==> src/rtl/morse_decoder.sv <==
// morse_decoder: hand-keyed Morse button -> ASCII character strobe.
// Key is synchronized and debounced, mark/space lengths are measured in
// dot units, and each completed letter is emitted as one char_valid pulse.
// Optional macro WORD_SPACE_EN: emit 0x20 once after a word-length gap.

module morse_decoder #(
  parameter int unsigned TICK_DIV         = 25000000,
  parameter int unsigned DEBOUNCE_CYCLES  = 500000,
  parameter int unsigned DOT_MAX_UNITS    = 2,
  parameter int unsigned LETTER_GAP_UNITS = 3,
  parameter int unsigned WORD_GAP_UNITS   = 7
) (
  input  logic       clk,
  input  logic       rst_n,
  input  logic       key_in,
  output logic       key_level,
  output logic       char_valid,
  output logic [7:0] char_data,
  output logic       char_err
);

  localparam int unsigned PW      = (TICK_DIV > 1) ? $clog2(TICK_DIV) : 1;
  localparam int unsigned DW      = (DEBOUNCE_CYCLES > 1) ? $clog2(DEBOUNCE_CYCLES) : 1;
  localparam int unsigned GAP_MAX = (WORD_GAP_UNITS > LETTER_GAP_UNITS) ? WORD_GAP_UNITS
                                                                        : LETTER_GAP_UNITS;
  localparam int unsigned GW      = $clog2(GAP_MAX + 1);

  localparam logic [PW-1:0] PRESC_LAST = PW'(TICK_DIV - 1);
  localparam logic [DW-1:0] DB_LAST    = DW'(DEBOUNCE_CYCLES - 1);
  localparam logic [3:0]    DOT_MAX    = 4'(DOT_MAX_UNITS);
  localparam logic [GW-1:0] LG_LAST    = GW'(LETTER_GAP_UNITS - 1);

  localparam logic [2:0] S_IDLE  = 3'd0;
  localparam logic [2:0] S_MARK  = 3'd1;
  localparam logic [2:0] S_SPACE = 3'd2;
  localparam logic [2:0] S_EMIT  = 3'd3;
`ifdef WORD_SPACE_EN
  localparam logic [2:0] S_WORD  = 3'd4;
  localparam logic [GW-1:0] WG_LAST = GW'(WORD_GAP_UNITS - 1);
`endif

  logic [1:0]    sync_q;
  logic [DW-1:0] db_cnt_q, db_cnt_d;
  logic          key_level_q, key_level_d;
  logic          kl_prev_q;
  logic [PW-1:0] presc_q, presc_d;
  logic [2:0]    state_q, state_d;
  logic [3:0]    mark_cnt_q, mark_cnt_d;
  logic [GW-1:0] gap_cnt_q, gap_cnt_d;
  logic [2:0]    sym_len_q, sym_len_d;
  logic [5:0]    sym_bits_q, sym_bits_d;
  logic          pend_q, pend_d;
  logic          valid_q, valid_d;
  logic          err_q, err_d;
  logic [7:0]    data_q, data_d;

  logic          ksync, rise, fall, tick, symbol;
  logic [3:0]    mark_units;
  logic [8:0]    lut;

  // {err, ascii} for a completed pattern; first symbol sits in the higher bit
  function automatic logic [8:0] lookup(input logic [2:0] len, input logic [5:0] bits);
    logic [8:0] r;
    r = {1'b1, 8'h3F};
    case ({len, bits})
      {3'd1, 6'b000000}: r = {1'b0, "E"};
      {3'd1, 6'b000001}: r = {1'b0, "T"};
      {3'd2, 6'b000000}: r = {1'b0, "I"};
      {3'd2, 6'b000001}: r = {1'b0, "A"};
      {3'd2, 6'b000010}: r = {1'b0, "N"};
      {3'd2, 6'b000011}: r = {1'b0, "M"};
      {3'd3, 6'b000000}: r = {1'b0, "S"};
      {3'd3, 6'b000001}: r = {1'b0, "U"};
      {3'd3, 6'b000010}: r = {1'b0, "R"};
      {3'd3, 6'b000011}: r = {1'b0, "W"};
      {3'd3, 6'b000100}: r = {1'b0, "D"};
      {3'd3, 6'b000101}: r = {1'b0, "K"};
      {3'd3, 6'b000110}: r = {1'b0, "G"};
      {3'd3, 6'b000111}: r = {1'b0, "O"};
      {3'd4, 6'b000000}: r = {1'b0, "H"};
      {3'd4, 6'b000001}: r = {1'b0, "V"};
      {3'd4, 6'b000010}: r = {1'b0, "F"};
      {3'd4, 6'b000100}: r = {1'b0, "L"};
      {3'd4, 6'b000110}: r = {1'b0, "P"};
      {3'd4, 6'b000111}: r = {1'b0, "J"};
      {3'd4, 6'b001000}: r = {1'b0, "B"};
      {3'd4, 6'b001001}: r = {1'b0, "X"};
      {3'd4, 6'b001010}: r = {1'b0, "C"};
      {3'd4, 6'b001011}: r = {1'b0, "Y"};
      {3'd4, 6'b001100}: r = {1'b0, "Z"};
      {3'd4, 6'b001101}: r = {1'b0, "Q"};
      {3'd5, 6'b000000}: r = {1'b0, "5"};
      {3'd5, 6'b000001}: r = {1'b0, "4"};
      {3'd5, 6'b000011}: r = {1'b0, "3"};
      {3'd5, 6'b000111}: r = {1'b0, "2"};
      {3'd5, 6'b001111}: r = {1'b0, "1"};
      {3'd5, 6'b010000}: r = {1'b0, "6"};
      {3'd5, 6'b011000}: r = {1'b0, "7"};
      {3'd5, 6'b011100}: r = {1'b0, "8"};
      {3'd5, 6'b011110}: r = {1'b0, "9"};
      {3'd5, 6'b011111}: r = {1'b0, "0"};
      default:           r = {1'b1, 8'h3F};
    endcase
    return r;
  endfunction

  assign ksync = sync_q[1];
  assign rise  = key_level_q & ~kl_prev_q;
  assign fall  = ~key_level_q & kl_prev_q;
  assign tick  = (presc_q == PRESC_LAST);

  // Debounce: accept a new level only after it persists DEBOUNCE_CYCLES cycles
  always_comb begin
    db_cnt_d    = '0;
    key_level_d = key_level_q;
    if (ksync != key_level_q) begin
      if (db_cnt_q == DB_LAST) key_level_d = ksync;
      else                     db_cnt_d    = db_cnt_q + 1'b1;
    end
  end

  // Unit prescaler, re-aligned to every debounced key edge
  always_comb begin
    presc_d = (rise | fall | tick) ? '0 : presc_q + 1'b1;
  end

  // Letter FSM; the final tick of a mark is counted even when it meets the falling edge
  always_comb begin
    state_d    = state_q;
    mark_cnt_d = mark_cnt_q;
    gap_cnt_d  = gap_cnt_q;
    sym_len_d  = sym_len_q;
    sym_bits_d = sym_bits_q;
    pend_d     = pend_q;
    valid_d    = 1'b0;
    err_d      = 1'b0;
    data_d     = data_q;
    mark_units = (tick && mark_cnt_q != 4'hF) ? mark_cnt_q + 4'd1 : mark_cnt_q;
    symbol     = (mark_units >= DOT_MAX);
    lut        = lookup(sym_len_q, sym_bits_q);
    case (state_q)
      S_IDLE: begin
        if (rise) begin
          state_d    = S_MARK;
          mark_cnt_d = '0;
        end
      end
      S_MARK: begin
        mark_cnt_d = mark_units;
        if (fall) begin
          sym_bits_d = {sym_bits_q[4:0], symbol};
          if (sym_len_q != 3'd6) sym_len_d = sym_len_q + 3'd1;
          gap_cnt_d  = '0;
          state_d    = S_SPACE;
        end
      end
      S_SPACE: begin
        // Strobe is registered here so it appears in the EMIT cycle; a
        // coincident key edge is parked in pend_q rather than dropped.
        if (tick && gap_cnt_q == LG_LAST) begin
          gap_cnt_d       = gap_cnt_q + 1'b1;
          valid_d         = 1'b1;
          {err_d, data_d} = lut;
          pend_d          = rise;
          state_d         = S_EMIT;
        end else if (rise) begin
          state_d    = S_MARK;
          mark_cnt_d = '0;
        end else if (tick) begin
          gap_cnt_d = gap_cnt_q + 1'b1;
        end
      end
      S_EMIT: begin
        sym_len_d  = '0;
        sym_bits_d = '0;
        pend_d     = 1'b0;
        if (pend_q || rise) begin
          state_d    = S_MARK;
          mark_cnt_d = '0;
        end else begin
`ifdef WORD_SPACE_EN
          state_d = S_WORD;
          if (tick) gap_cnt_d = gap_cnt_q + 1'b1;
`else
          state_d = S_IDLE;
`endif
        end
      end
`ifdef WORD_SPACE_EN
      S_WORD: begin
        if (rise) begin
          state_d    = S_MARK;
          mark_cnt_d = '0;
        end else if (tick) begin
          if (gap_cnt_q == WG_LAST) begin
            valid_d = 1'b1;
            data_d  = 8'h20;
            state_d = S_IDLE;
          end else begin
            gap_cnt_d = gap_cnt_q + 1'b1;
          end
        end
      end
`endif
      default: state_d = S_IDLE;
    endcase
  end

  // State registers with asynchronous active-low reset
  always_ff @(posedge clk or negedge rst_n) begin
    if (!rst_n) begin
      sync_q      <= '0;
      db_cnt_q    <= '0;
      key_level_q <= 1'b0;
      kl_prev_q   <= 1'b0;
      presc_q     <= '0;
      state_q     <= S_IDLE;
      mark_cnt_q  <= '0;
      gap_cnt_q   <= '0;
      sym_len_q   <= '0;
      sym_bits_q  <= '0;
      pend_q      <= 1'b0;
      valid_q     <= 1'b0;
      err_q       <= 1'b0;
      data_q      <= '0;
    end else begin
      sync_q      <= {sync_q[0], key_in};
      db_cnt_q    <= db_cnt_d;
      key_level_q <= key_level_d;
      kl_prev_q   <= key_level_q;
      presc_q     <= presc_d;
      state_q     <= state_d;
      mark_cnt_q  <= mark_cnt_d;
      gap_cnt_q   <= gap_cnt_d;
      sym_len_q   <= sym_len_d;
      sym_bits_q  <= sym_bits_d;
      pend_q      <= pend_d;
      valid_q     <= valid_d;
      err_q       <= err_d;
      data_q      <= data_d;
    end
  end

  assign key_level  = key_level_q;
  assign char_valid = valid_q;
  assign char_data  = data_q;
  assign char_err   = err_q;

endmodule

==> config.mk <==
export PLATFORM = sky130hd
export DESIGN_NAME = morse_decoder
export DESIGN_NICKNAME = d
export VERILOG_FILES = /design/src/rtl/morse_decoder.sv
export SDC_FILE = /design/constraint.sdc
export NUM_CORES = 1
export LEC_CHECK = 0
export ABC_AREA = 1
export ABC_CLOCK_PERIOD_IN_PS = 2500
export CAP_MARGIN = 25
export CORE_UTILIZATION = 40
export CTS_CLUSTER_DIAMETER = 30
export DETAILED_ROUTE_END_ITERATION = 8
export GPL_TIMING_DRIVEN = 0
export SLEW_MARGIN = 20
export SYNTH_ARGS = -nofsm -noshare
export SYNTH_HDL_FRONTEND = slang
export SYNTH_SLANG_ARGS = --single-unit
==> constraint.sdc <==
create_clock -name clk -period 2.5 [get_ports clk]
set_clock_uncertainty 0.1 [all_clocks]
set_input_delay 0.375 -clock clk [delete_from_list [all_inputs] [get_ports clk]]
set_output_delay 0.375 -clock clk [all_outputs]
set_load 0.005 [all_outputs]
; Yosys cells after proc, flatten, opt, wreduce, memory -nomap -nowiden
; Cells that the tools add are included.
[totals]
register_bits = 78
in_bits = 3
output_inout_bits = 11
wordCells = 123
[op_classes]
addsub = 5
order_cmp = 1
eq_ne = 52
muxes = 30
bitwise = 6
n_reduce_logical = 15
[ops]
columns = op, count
row1 = $pmux 9 s36, 1
row2 = $eq 9x9->1 const B, 22
row3 = $eq 9x8->1 const B, 12
row4 = $mux 19, 2
row5 = $mux 3, 9
row6 = $add 25x1->25 const B, 1
row7 = $eq 25x25->1 const B, 1
row8 = $mux 25, 1
row9 = $add 19x1->19 const B, 1
row10 = $eq 19x19->1 const B, 1
row11 = $eq 9x7->1 const B, 2
row12 = $mux 4, 4
row13 = $pmux 4 s4, 1
row14 = $pmux 3 s2, 2
row15 = $pmux 3 s4, 1
row16 = $pmux 6 s2, 1
row17 = $ne 2x2->1 const B, 5
row18 = $eq 3x2->1 const B, 3
row19 = $ne 3x3->1 const B, 3
row20 = $reduce_and 2->1, 4
row21 = $add 3x1->3 const B, 2
row22 = $mux 1, 6
row23 = $mux 6, 1
row24 = $reduce_and 3->1, 2
row25 = 15 further kinds, 21

; Logic depth before layout (Yosys ltp)
; Gate-level depths: netlist of run 1.
[depth]
ltp_word = 6
depth_mapped = 14
mapped_depth_nobuf = 13

; Worst setup path after synthesis of run 1
; Ideal clock, no wire load.
[synth_path]
path_kind = reg2reg
startpoint = reg presc_q[0]
endpoint = reg data_q[2] (netlist: char_data[2])
setup_ns = 0.123
arrival_ns = 1.520
required_ns = 2.277
path_slack_ns = 0.757
path_stages_with_launch = 9
cell_sequence = dfrtp_1 -> ha_1 -> nand3_1 -> nor3_4 -> nand3_2 -> nor2_4 -> inv_2 -> nor2_1 -> a21oi_1
[synth_via]
elab_chain_len = 3
[synth_lines]
columns = item, line
row1 = "start, declared", 46  ; logic [PW-1:0] presc_q, presc_d;
row2 = "start signal, assigned", 231  ; presc_q <= presc_d;
row3 = $eq 25x25->1, 110  ; assign tick = (presc_q == PRESC_LAST);
row4 = $logic_and 1x1->1, 160  ; if (tick && gap_cnt_q == LG_LAST) begin
row5 = $reduce_and 2->1 (no source line), -
row6 = "end signal, assigned", 240  ; data_q <= data_d;
row7 = "end, declared", 55  ; logic [7:0] data_q, data_d;
; No other way between the ends.
; A chain may end at the register's enable or synchronous reset.

; Final worst setup path of run 1
[layout_path]
startpoint = reg presc_q[0]
endpoint = reg presc_q[16]
[layout_via]
elab_chain_len = 3
word_cells_on_any_way = 4
cone_classes = add/sub: 1 / eq/ne: 1 / mux: 1 / bitwise: 1
[layout_lines]
columns = item, line
row1 = "parallel branches: the longest is 2 deep, another holds $add 25x1->25", -
row2 = $mux 25 *, 124  ; presc_d = (rise | fall | tick) ? '0 : presc_q + 1'b1;
row3 = named net presc_d[16], 46
; Mark *: on every way through the listed nets, which the timed path passes.

==> run summary, run 1 <==
The worst setup path is captured at a flip-flop. The final total power is 2760 uW. Entering global routing, the biggest net connects 55 pins. The critical path ends at presc_q[16]. The maximum root-to-sink buffer count is 2. The register-to-register setup slack is 350 ps. The number of detailed-route iterations in the first pass came out at 4.

The achievable clock frequency came out at 0.464 GHz. The die boundary width is 113 um. Dividing the detail-routed via count by the number of cells gives 5.09.

Clock-pin slew was measured on the worst setup and hold paths at 60 ps. In this run the critical register-to-register path is launched from presc_q[0]. The top-area cell type share of the netlist area came out at 0.391. The number of pins exceeding their max-slew limit in the final report came out at 0. STA puts the critical path data required time at 2630 ps. The final period utilization came out at 0.862. The post-synth design cell area came out at 0.00493 mm2.

The routability congestion estimate from global placement is 0.935. The run finished with clean final reports. TritonCTS built the clock tree. The clock network latency to the later pin of the worst-skew pair is 350 ps. The antenna diode count came out at 0.

The final antenna-violating net count is 0. The die area is 0.0128 mm2. The number of setup violations in the final report came out at 0. In the synthesized netlist the dominant register cell turns out to be sky130_fd_sc_hd__dfrtp_1. The first global-routing pass estimated 21.0 mm of wire.

The placement row count is 40. The worst reg2reg path depth came out at 7. CTS built an H-tree with a depth of 3. Setup repair after global routing left no endpoint under its margin. The clock root buffer master is sky130_fd_sc_hd__clkbuf_16. The number of vias in the routed layout is 4488.

By area the synthesized netlist is led by sky130_fd_sc_hd__dfrtp_1 39%, sky130_fd_sc_hd__nand2_1 13%, sky130_fd_sc_hd__nor2_1 10%, sky130_fd_sc_hd__inv_1 6.4%, sky130_fd_sc_hd__nand3_1 6.2%. The worst setup path is of the flip-flop to flip-flop kind. The worst supply voltage drop on vdd is 0.000305 V.

In this run the cell area measured after placement is 0.00526 mm2. The filler cell count is 1208. The fraction of synthesis flops using an asynchronous set or reset pin came out at 1.00. After detailed routing, the number of remaining DRC violations is 0. The cell type with the largest total area after synthesis is sky130_fd_sc_hd__dfrtp_1. The routed wirelength normalized by instance count is 13.7 um. The finished cells cover 0.00560 mm2. The min-delay analysis places its worst path in the category flip-flop to flip-flop.

During synthesis, Yosys emitted a total of 0 warnings. Once layout is complete, the utilization of the core stands at 0.466. In this run, synthesis produced a sequential element count of 77. The tree built by TritonCTS fans out to 77 sinks.

The initial antenna violation count is 0. Summed over all cells, the static leakage comes to 0.00272 uW. After clock tree synthesis, the setup repair step added 0 buffers. By count the netlist is led by 165 x sky130_fd_sc_hd__nand2_1, 135 x sky130_fd_sc_hd__nor2_1, 84 x sky130_fd_sc_hd__inv_1. The die height is 113 um. The final count of hold timing violations was 0. The post-detailed-placement half-perimeter wirelength came out at 9.18 mm.

The total routed wirelength is 12.1 mm. The max-cap check violation count is 0. The total routing usage reported by global routing came out at 0.208. The count of buffers added on input and output ports is 12. The nature of the critical path startpoint is a flip-flop. The power per cell area came out at 493 mW/mm2. The count of placed standard cells including taps is 865. The leading cell type by number of instances after synthesis is sky130_fd_sc_hd__nand2_1.

The post-layout minimum cycle time is 2150 ps. The number of buffers added to fix hold violations after cts is 1. The data arrival time at the worst-slack endpoint is 2280 ps. The maximum fanout along the worst path came out at 10.

The endpoint identified for the worst register-to-register timing path is presc_q[16]. The finished layout holds 882 standard cells, fillers aside. The cell count after synthesis came out at 704. The mean area per synthesized cell came out at 7.00 um2. Tracing the worst setup path back leads to its startpoint at presc_q[0]. The worst hold slack is 250 ps.

Of the synthesized area, sequential elements account for 0.391. The distinct cell type count of the synthesized netlist came out at 40. In the final design database the tool counted 744 nets. The total grt overflow is 0.

The via count of the first global-routing pass is 4455. From synthesis to final layout, the design area changed by 13.7%. The number of enable-type register cells in the synthesized netlist is 0. For this block, the initial DRC count from the detailed router was 257.

The total of cells resized after clock tree synthesis is 0. The initial utilization of the core area, before any placement, comes to 0.410. The clock buffer count from CTS is 9. In the final layout, the share of cells above drive strength 1 is 0.0857.

The area inside the core boundary is 0.0120 mm2. The I/O pin count is 14.
## cells by family after synthesis
| kind of cell | count (synthesis) | synth area share |
|---|---|---|
| AOI/OAI and AO/OA | 51 | 0.0582 |
| xor gates and xnor gates | 18 | 0.0320 |
| adders and majority gates | 11 | 0.0279 |
| buffers and inverters | 101 | 0.0798 |
| DFF | 77 | 0.391 |
| other | 1 | 0.000761 |
| and+or+nand+nor | 445 | 0.410 |
## report_power, final
group	total (uW)	switching, uW	internal, uW
sequential	1260	6.12	1250
combinational	49.4	35.6	13.8
clock	1460	547	910
## metal layers
layer	track usage	wire length, um
met1	0.274	5850
met2	0.336	5710
met3	0.0327	321
met4	0.102	177
met5	0	0
## how the worst min path moves through the flow
stage / from / end / slack, ps / depth (start not counted)
after detailed placement: rst_n / sym_bits_q[4] / 210 / 1
after CTS: sync_q[0] / sync_q[1] / 250 / 0
after global routing: sync_q[0] / sync_q[1] / 260 / 0
after global placement: sync_q[0] / sync_q[1] / 240 / 0
final: sync_q[0] / sync_q[1] / 250 / 0
after floorplan: rst_n / char_data[0] / -20 / 0
## cell type report
type	count	area [um2]	area share
plain buffers	7	40.0	0.00715
clock buffers	10	239	0.0427
clock inverters	6	95.1	0.0170
inverters	94	353	0.0630
multi-input cells	527	2610	0.466
flip-flops and latches	77	1930	0.344
well taps	147	184	0.0328
repair buffers	14	155	0.0277
## cell usage in the layout (no fill, tap or decap), drive strengths merged, types with 3 or more instances in the layout
master and n:
a21oi 23, buf 7, clkbuf 12, clkdlybuf4s50 11, clkinv 5, dfrtp 77
ha 11, inv 93, nand2 168, nand3 66, nand3b 3, nand4 16
nor2 147, nor3 28, nor3b 6, nor4 7, o21ai 15, o22ai 5
or2 3, xnor2 5, xor2 13
## state kept, by name, indices dropped and copies added (netlist names)
register,cells
kl_prev_q,1
char_data,7
presc_q,25
char_valid,1
mark_cnt_q,4
key_level,1
pend_q,1
sym_bits_q,6
state_q,3
sync_q,2
char_err,1
sym_len_q,3
gap_cnt_q,3
db_cnt_q,19
## through the flow
stage	setup WS, ps	setup TNS [ps]
after floorplan	757	0
after global placement	-1850	-142390
after detailed placement	336	0
after CTS	314	0
after global routing	145	0
final	345	0
## critical path: stages (launching register included)
cell	delay [ps]
sky130_fd_sc_hd__dfrtp_1	430
sky130_fd_sc_hd__ha_1	220
sky130_fd_sc_hd__nand3_1	220
sky130_fd_sc_hd__nor3_4	330
sky130_fd_sc_hd__nand2_1	140
sky130_fd_sc_hd__nand2_1	210
sky130_fd_sc_hd__buf_2	290
sky130_fd_sc_hd__nor3_1	80
Power figures use the tool's default switching activity.
==> run 2: changes to the inputs <==
--- a/config.mk
+++ b/config.mk
@@ -8,6 +8,7 @@
 export ABC_AREA = 1
 export ABC_CLOCK_PERIOD_IN_PS = 2500
 export CAP_MARGIN = 25
+export CORE_MARGIN = 1
 export CORE_UTILIZATION = 40
 export CTS_CLUSTER_DIAMETER = 30
 export DETAILED_ROUTE_END_ITERATION = 8
==> results of run 2 <==
The final DEF is identical to that of run 1; final timing and power are the same.
